## src/rtl/apb_console_writer.sv

```systemverilog
// Byte-stream console front end for the VGA character map.
// Printable bytes are merged into map words by APB read-modify-write.
module apb_console_writer #(
    parameter int          APB_ADDR_WIDTH = 14,
    parameter int          APB_DATA_WIDTH = 32,
    parameter int          COLS           = 80,
    parameter int          ROWS           = 30,
    parameter logic [31:0] CLR_WORD       = 32'h2020_2020
) (
    input  logic                      clk_i,
    input  logic                      rst_i,
    input  logic                      ch_valid_i,
    input  logic [7:0]                ch_data_i,
    output logic                      ch_ready_o,
    output logic [APB_ADDR_WIDTH-1:0] apb_paddr_o,
    output logic [APB_DATA_WIDTH-1:0] apb_pwdata_o,
    output logic                      apb_pwrite_o,
    output logic                      apb_psel_o,
    output logic                      apb_penable_o,
    input  logic [APB_DATA_WIDTH-1:0] apb_prdata_i,
    input  logic                      apb_pready_i,
    input  logic                      apb_pslverr_i,
    output logic [6:0]                cur_col_o,
    output logic [4:0]                cur_row_o,
    output logic                      busy_o,
    output logic                      err_o
);

    localparam int CELLS = COLS * ROWS;
    localparam int IDX_W = $clog2(CELLS);
    localparam int WA_W  = IDX_W - 2;
    localparam int WORDS = CELLS / 4;

    // Encoding bits [4:2] are {pwrite, penable, psel}, so the APB
    // control outputs come straight from state flops.
    typedef enum logic [4:0] {
        IDLE       = 5'b000_00,
        RD_SETUP   = 5'b001_00,
        RD_ACCESS  = 5'b011_00,
        WR_SETUP   = 5'b101_00,
        WR_ACCESS  = 5'b111_00,
        CLR_SETUP  = 5'b101_01,
        CLR_ACCESS = 5'b111_01
    } state_t;

    state_t                    state;
    logic [7:0]                byte_q;
    logic [1:0]                lane_q;
    logic [WA_W-1:0]           clr_cnt;
    logic [IDX_W-1:0]          idx;
    logic [APB_DATA_WIDTH-1:0] merged;
    logic                      printable;

    function automatic logic [APB_ADDR_WIDTH-1:0] waddr(
        input logic [WA_W-1:0] w
    );
        return APB_ADDR_WIDTH'({w, 2'b00});
    endfunction

    assign idx = IDX_W'(cur_row_o) * IDX_W'(COLS) + IDX_W'(cur_col_o);

    assign printable = (ch_data_i >= 8'h20 && ch_data_i <= 8'h7E) ||
                       ch_data_i[7];

    always_comb begin
        merged = apb_prdata_i;
        merged[{lane_q, 3'b000} +: 8] = byte_q;
    end

    assign apb_psel_o    = state[2];
    assign apb_penable_o = state[3];
    assign apb_pwrite_o  = state[4];
    assign ch_ready_o    = (state == IDLE);
    assign busy_o        = !ch_ready_o;

    always_ff @(posedge clk_i) begin
        if (rst_i) begin
            state        <= IDLE;
            byte_q       <= '0;
            lane_q       <= '0;
            clr_cnt      <= '0;
            apb_paddr_o  <= '0;
            apb_pwdata_o <= '0;
            cur_col_o    <= '0;
            cur_row_o    <= '0;
            err_o        <= 1'b0;
        end else begin
            if (apb_penable_o && apb_pready_i && apb_pslverr_i)
                err_o <= 1'b1;
            unique case (state)
                IDLE: if (ch_valid_i) begin
                    unique case (1'b1)
                        ch_data_i == 8'h0A: begin
                            cur_col_o <= '0;
                            cur_row_o <= (cur_row_o == 5'(ROWS - 1)) ?
                                         '0 : cur_row_o + 5'd1;
                        end
                        ch_data_i == 8'h0D: cur_col_o <= '0;
                        ch_data_i == 8'h0C: begin
                            clr_cnt      <= '0;
                            apb_paddr_o  <= '0;
                            apb_pwdata_o <= APB_DATA_WIDTH'(CLR_WORD);
                            state        <= CLR_SETUP;
                        end
                        printable: begin
                            byte_q      <= ch_data_i;
                            lane_q      <= idx[1:0];
                            apb_paddr_o <= waddr(idx[IDX_W-1:2]);
                            state       <= RD_SETUP;
                        end
                        default: ;
                    endcase
                end
                RD_SETUP: state <= RD_ACCESS;
                RD_ACCESS: if (apb_pready_i) begin
                    apb_pwdata_o <= merged;
                    state        <= WR_SETUP;
                end
                WR_SETUP: state <= WR_ACCESS;
                WR_ACCESS: if (apb_pready_i) begin
                    if (cur_col_o == 7'(COLS - 1)) begin
                        cur_col_o <= '0;
                        cur_row_o <= (cur_row_o == 5'(ROWS - 1)) ?
                                     '0 : cur_row_o + 5'd1;
                    end else begin
                        cur_col_o <= cur_col_o + 7'd1;
                    end
                    state <= IDLE;
                end
                CLR_SETUP: state <= CLR_ACCESS;
                CLR_ACCESS: if (apb_pready_i) begin
                    if (clr_cnt == WA_W'(WORDS - 1)) begin
                        cur_col_o <= '0;
                        cur_row_o <= '0;
                        state     <= IDLE;
                    end else begin
                        clr_cnt     <= clr_cnt + 1'b1;
                        apb_paddr_o <= waddr(clr_cnt + 1'b1);
                        state       <= CLR_SETUP;
                    end
                end
                default: state <= IDLE;
            endcase
        end
    end

endmodule

```

## config.mk

```make
export PLATFORM = sky130hd
export DESIGN_NAME = apb_console_writer
export DESIGN_NICKNAME = d
export VERILOG_FILES = /design/src/rtl/apb_console_writer.sv
export SDC_FILE = /design/constraint.sdc
export NUM_CORES = 1
export LEC_CHECK = 0
export BUFFER_PORTS_ARGS = -buffer_cell sky130_fd_sc_hd__buf_4
export CAP_MARGIN = 15
export CORE_ASPECT_RATIO = 1.1
export CORE_MARGIN = 2
export CORE_UTILIZATION = 58
export CTS_CLUSTER_DIAMETER = 40
export DETAILED_ROUTE_END_ITERATION = 12
export PLACE_DENSITY = 0.95
export SYNTH_ARGS = -nofsm -noshare
export SYNTH_HDL_FRONTEND = slang
export SYNTH_SLANG_ARGS = --single-unit
export TNS_END_PERCENT = 100
```

## constraint.sdc

```tcl
create_clock -name clk_i -period 7.6 [get_ports clk_i]
set_clock_uncertainty 0.15 [all_clocks]
set_input_delay 1.52 -clock clk_i [delete_from_list [all_inputs] [get_ports clk_i]]
set_output_delay 1.52 -clock clk_i [all_outputs]
set_load 0.02 [all_outputs]
```

After elaboration in Yosys (flattened, before gate mapping)
Index checks and enable logic that the tools add are counted.
Widths: inputs -> output; s select.
- flip-flop bits (word level): 84
- word-level logic and storage cells: 96
- bits of input ports: 45
- output and inout bits: 64
- add/subtract/negate cells: 5
- eq/ne operators: 23
- $mul: 1
- muxes and demuxes: 37
- reductions and logical operators: 17
- $lt $le $gt $ge: 2
- shifts and indexed selects: 2
- operator list (cell ; number):
    $mux 32 ; 3
    $pmux 32 s2 ; 1
    $mux 5 ; 12
    $pmux 14 s2 ; 2
    $mux 14 ; 3
    $mux 7 ; 6
    $mux 10 ; 4
    $pmux 5 s7 ; 1
    $bwmux 32 ; 1
    $shift 8x7->32 const A ; 1
    $shiftx 8x7->32 ; 1
    $eq 5x5->1 const B ; 5
    $eq 8x4->1 const B ; 3
    $pmux 7 s3 ; 1
    $pmux 10 s2 ; 1
    $ne 2x2->1 const B ; 8
    $pmux 5 s3 ; 1
    $reduce_and 5->1 ; 3
    $add 12x7->12 ; 1
    $add 10x1->10 const B ; 1
    $eq 10x10->1 const B ; 1
    $pmux 5 s2 ; 1
    $ge 8x6->1 const B ; 1
    $le 8x7->1 const B ; 1
    20 further kinds ; 24

Logic depth before layout (Yosys ltp)
- depth in word-level cells: 6
- depth in mapped cells: 9
- mapped depth without buffers: 9

Worst setup path before layout
Ideal clock, no wire load.
- kind: input-to-reg
- start: input port ch_valid_i
- end: register cur_col_o[0]
- data required time: 7379 ps
- slack: 4132 ps
- stages: 6
- arrival time: 3247 ps
- buffers on the path: 1
- library setup time: 71 ps
- cell sequence: or3b_2 -> or2_0 -> a221o_1 -> buf_2 -> or3_1 -> a21oi_1
- longest elaborated chain between the ends: 2
- RTL lines (item ; line ; text):
    from (decl) ; 12 ; input logic ch_valid_i,
    $ne 2x2->1 (no source line) ; - ;
    $reduce_and 6->1 (no source line) ; - ;
    to (signal assigned) ; 126 ; cur_col_o <= cur_col_o + 7'd1;
    to (decl) ; 23 ; output logic [6:0] cur_col_o,
Every way passes these cells.
A chain may end at the register's enable or synchronous reset.

Worst setup path after layout
- start: input port ch_data_i[0]
- end: register apb_pwdata_o[17]
- longest elaborated chain between the ends: 3
- RTL lines (item ; line ; text):
    from (decl) ; 13 ; input logic [7:0] ch_data_i,
    $eq 8x4->1 ; 99 ; ch_data_i == 8'h0C: begin
    $ne 2x1->1 (no source line) ; - ;
    $reduce_and 4->1 (no source line) ; - ;
    to (signal assigned) ; 102 ; apb_pwdata_o <= APB_DATA_WIDTH'(CLR_WORD);
    to (signal assigned) ; 116 ; apb_pwdata_o <= merged;
    to (decl) ; 16 ; output logic [APB_DATA_WIDTH-1:0] apb_pwdata_o,
Every way passes these cells.

==> results.sh <==
export IMPL_ys_async_sr_fraction_pct=0
export IMPL_gr_max_usage_layer="met2"
export IMPL_initial_core_util_pct=59.6
export IMPL_synthTopCellsByArea="dfxtp_1 36%, nor2_1 6.3%, a22oi_1 5.3%"
export IMPL_cts_hold_buffers=0
export IMPL_ctsResizeCount=0
export IMPL_status="finished, final reports clean"
export IMPL_cts_max_level=3
export IMPL_clock_latency_ns=0.35
export IMPL_powerDensity_nw_per_um2=220
export IMPL_stdcell_count=717
export IMPL_min_path_type="flop to flop"
export IMPL_wl_per_cell_um=16.9
export IMPL_ant_nets=0
export IMPL_multiInputGateArea_um2=2520
export IMPL_drt_first_iter_violations=250
export IMPL_synth_edf_count=0
export IMPL_grt_max_degree=81
export IMPL_syn_cell_area_um2=4430
export IMPL_drv_cap=0
export IMPL_io_buffers=104
export IMPL_grt_pass1_vias=4217
export IMPL_met1_usage_pct=34.4
export IMPL_postCtsSetupBuffers=0
export IMPL_ys_warnings_count=0
export IMPL_ys_seq_area_share_pct=35.7
export IMPL_hold_viol_final=0
export IMPL_synth_top_area_share_pct=35.7
export IMPL_die_height_um=95.7
export IMPL_path_max_fanout=32
export IMPL_grt_antenna_before_repair=0
export IMPL_clock_path_buffers=2
export IMPL_nFillCells=518
export IMPL_leakagePower_uw=0.00236
export IMPL_cp_end_kind="flop"
export IMPL_grt_use_met2_pct=50.0
export IMPL_dr_pass1_iters=5
export IMPL_cp_required_ns=7.66
export IMPL_cts_clk_slew_worst_paths_ns=0.09
export IMPL_vias_per_cell=6.08
export IMPL_yosys_area_top_type="dfxtp_1"
export IMPL_clkSinkCount=79
export IMPL_routabilityCongestion=0.907
export IMPL_drc=0
export IMPL_dieArea_um2=8350
export IMPL_fin_crit_ns=3.53
export IMPL_fmax_ghz=0.283
export IMPL_dp_hpwl_mm=8.50
export IMPL_drv_slew=0
export IMPL_rsz0062_at_grt="false"
export IMPL_setup_violations=0
export IMPL_critPathLaunchType="primary input"
export IMPL_layout_drive_gt1_share_pct=21.3
export IMPL_dp_cells=699
export IMPL_synth_ff_type="dfxtp_1"
export IMPL_syn_inst=538
export IMPL_min_period_over_period_pct=46.5
export IMPL_root_buffer="clkbuf_8"
export IMPL_core_um2=7430
export IMPL_slew_headroom_pct=26.0
export IMPL_cts_buffers=9
export IMPL_ioPinCount=109
export IMPL_setup_tns_ns=0
export IMPL_fin_nets=690
export IMPL_antennaDiodeCount=0
export IMPL_vias=4361
export IMPL_worstPathArrival_ns=3.59
export IMPL_crit_type="primary input to flop"
export IMPL_use_met3_pct=4.94
export IMPL_syn_area_per_cell_um2=8.23
export IMPL_overflow=0
export IMPL_cts_tree="built"
export IMPL_grt_first_pass_wirelength_mm=19.2
export IMPL_worst_pin_slew_ns=1.11
export IMPL_whs_ns=0.336
export IMPL_dieWidth_um=87.3
export IMPL_max_vdd_ir_drop_uv=165
export IMPL_areaGrowthSynthToFinish_pct=23.0
export IMPL_row_count=33
export IMPL_ys_ff_latch=79
export IMPL_grt_util_all_layers_pct=28.9
export IMPL_synth_distinct_cells=67
export IMPL_drt_total_wl_mm=12.1
export IMPL_seq_area_um2=1580
power breakdown:
group	switching, uW	leakage [uW]	internal (uW)
clock network	169	0.000126	223
registers	43.7	0.000640	447
logic	185	0.00159	133
metrics by stage:
stage               util [%]  area [um^2]  total power, uW  worst slack (ns)
floorplan                  -         4440              708              4.13
global placement        69.5         5160              798              3.84
detailed placement      69.5         5160              811              3.78
CTS                     72.9         5420             1200              4.14
global route            73.3         5450             1250              3.88
finish                  73.3         5450             1200              4.07
worst max-delay path, stage by stage:
cell and delay (ns):
buf_4 0.13, nor4b_1 0.48, a31o_2 0.28, nand2_1 0.63, a22oi_1 0.45, nor2_1 0.08
routing by layer:
layer  vias up  wire, um
met5         -         0
met4         0       299
met3        34       908
met2       204      6230
met1      2033      4690
li1       2090         -
logic make-up after synthesis:
family / count (synthesis) / synth area share [%]
and+or+nand+nor: 178 / 19.9
AOI/OAI and AO/OA: 152 / 23.7
DFF: 79 / 35.7
buffers and inverters: 78 / 7.80
adders and majority gates: 20 / 5.99
muxes: 19 / 4.29
xor gates and xnor gates: 11 / 2.49
other: 1 / 0.0847
area by class of cell:
cell class	instances	share of cell area, %
inverters	43	2.96
flip-flops and latches	79	29.0
multi-input cells	384	46.2
repair buffers	108	15.2
clock inverters	7	2.34
well taps	87	2.00
clock buffers	9	2.27
registers in the layout, summed over array words and instances, names as in the netlist:
name          cells
lane_q            2
apb_pwdata_o     32
cur_col_o         7
clr_cnt          10
state             4
byte_q            8
err_o             1
apb_paddr_o      10
cur_row_o         5
cell usage after synthesis, drive strengths merged (5+ instances only):
cell type / count
a21oi: 30
buf: 14
nor3: 7
nand3: 12
ha: 18
nor2: 74
inv: 43
nand4: 5
a22o: 7
or3: 5
nand2: 31
a221oi: 5
nor2b: 5
o21ai: 32
clkbuf: 20
mux2i: 19
dfxtp: 79
nand2b: 9
a22oi: 31
a211oi: 14
xnor2: 6
a31oi: 5
placed cells by master, fill, tap and decap left out, drive strengths merged, types with 4 or more instances in the layout:
| cell type | n |
|---|---|
| nand2 | 31 |
| xnor2 | 6 |
| a21oi | 30 |
| or3 | 5 |
| buf | 107 |
| clkbuf | 10 |
| a22oi | 31 |
| mux2i | 19 |
| o21ai | 32 |
| a31oi | 5 |
| dfxtp | 79 |
| a22o | 7 |
| xor2 | 4 |
| nand4 | 5 |
| nor3 | 7 |
| conb | 4 |
| inv | 46 |
| a221oi | 5 |
| nand3 | 12 |
| ha | 18 |
| and2 | 4 |
| a211oi | 14 |
| or4 | 4 |
| nor2 | 74 |
| nor2b | 5 |
| a41oi | 4 |
| nand2b | 9 |
final timing paths:
check / startpoint / to / slack, ns / cells past startpoint
worst max-delay path: ch_data_i[0] / apb_pwdata_o[17] / 4.07 / 6
worst min-delay path: err_o / err_o / 0.34 / 2
worst max register to register: state[4] / apb_pwdata_o[17] / 4.74 / 5
worst min register to register: err_o / err_o / 0.34 / 2
No activity file was read; power rests on OpenSTA's default activity.
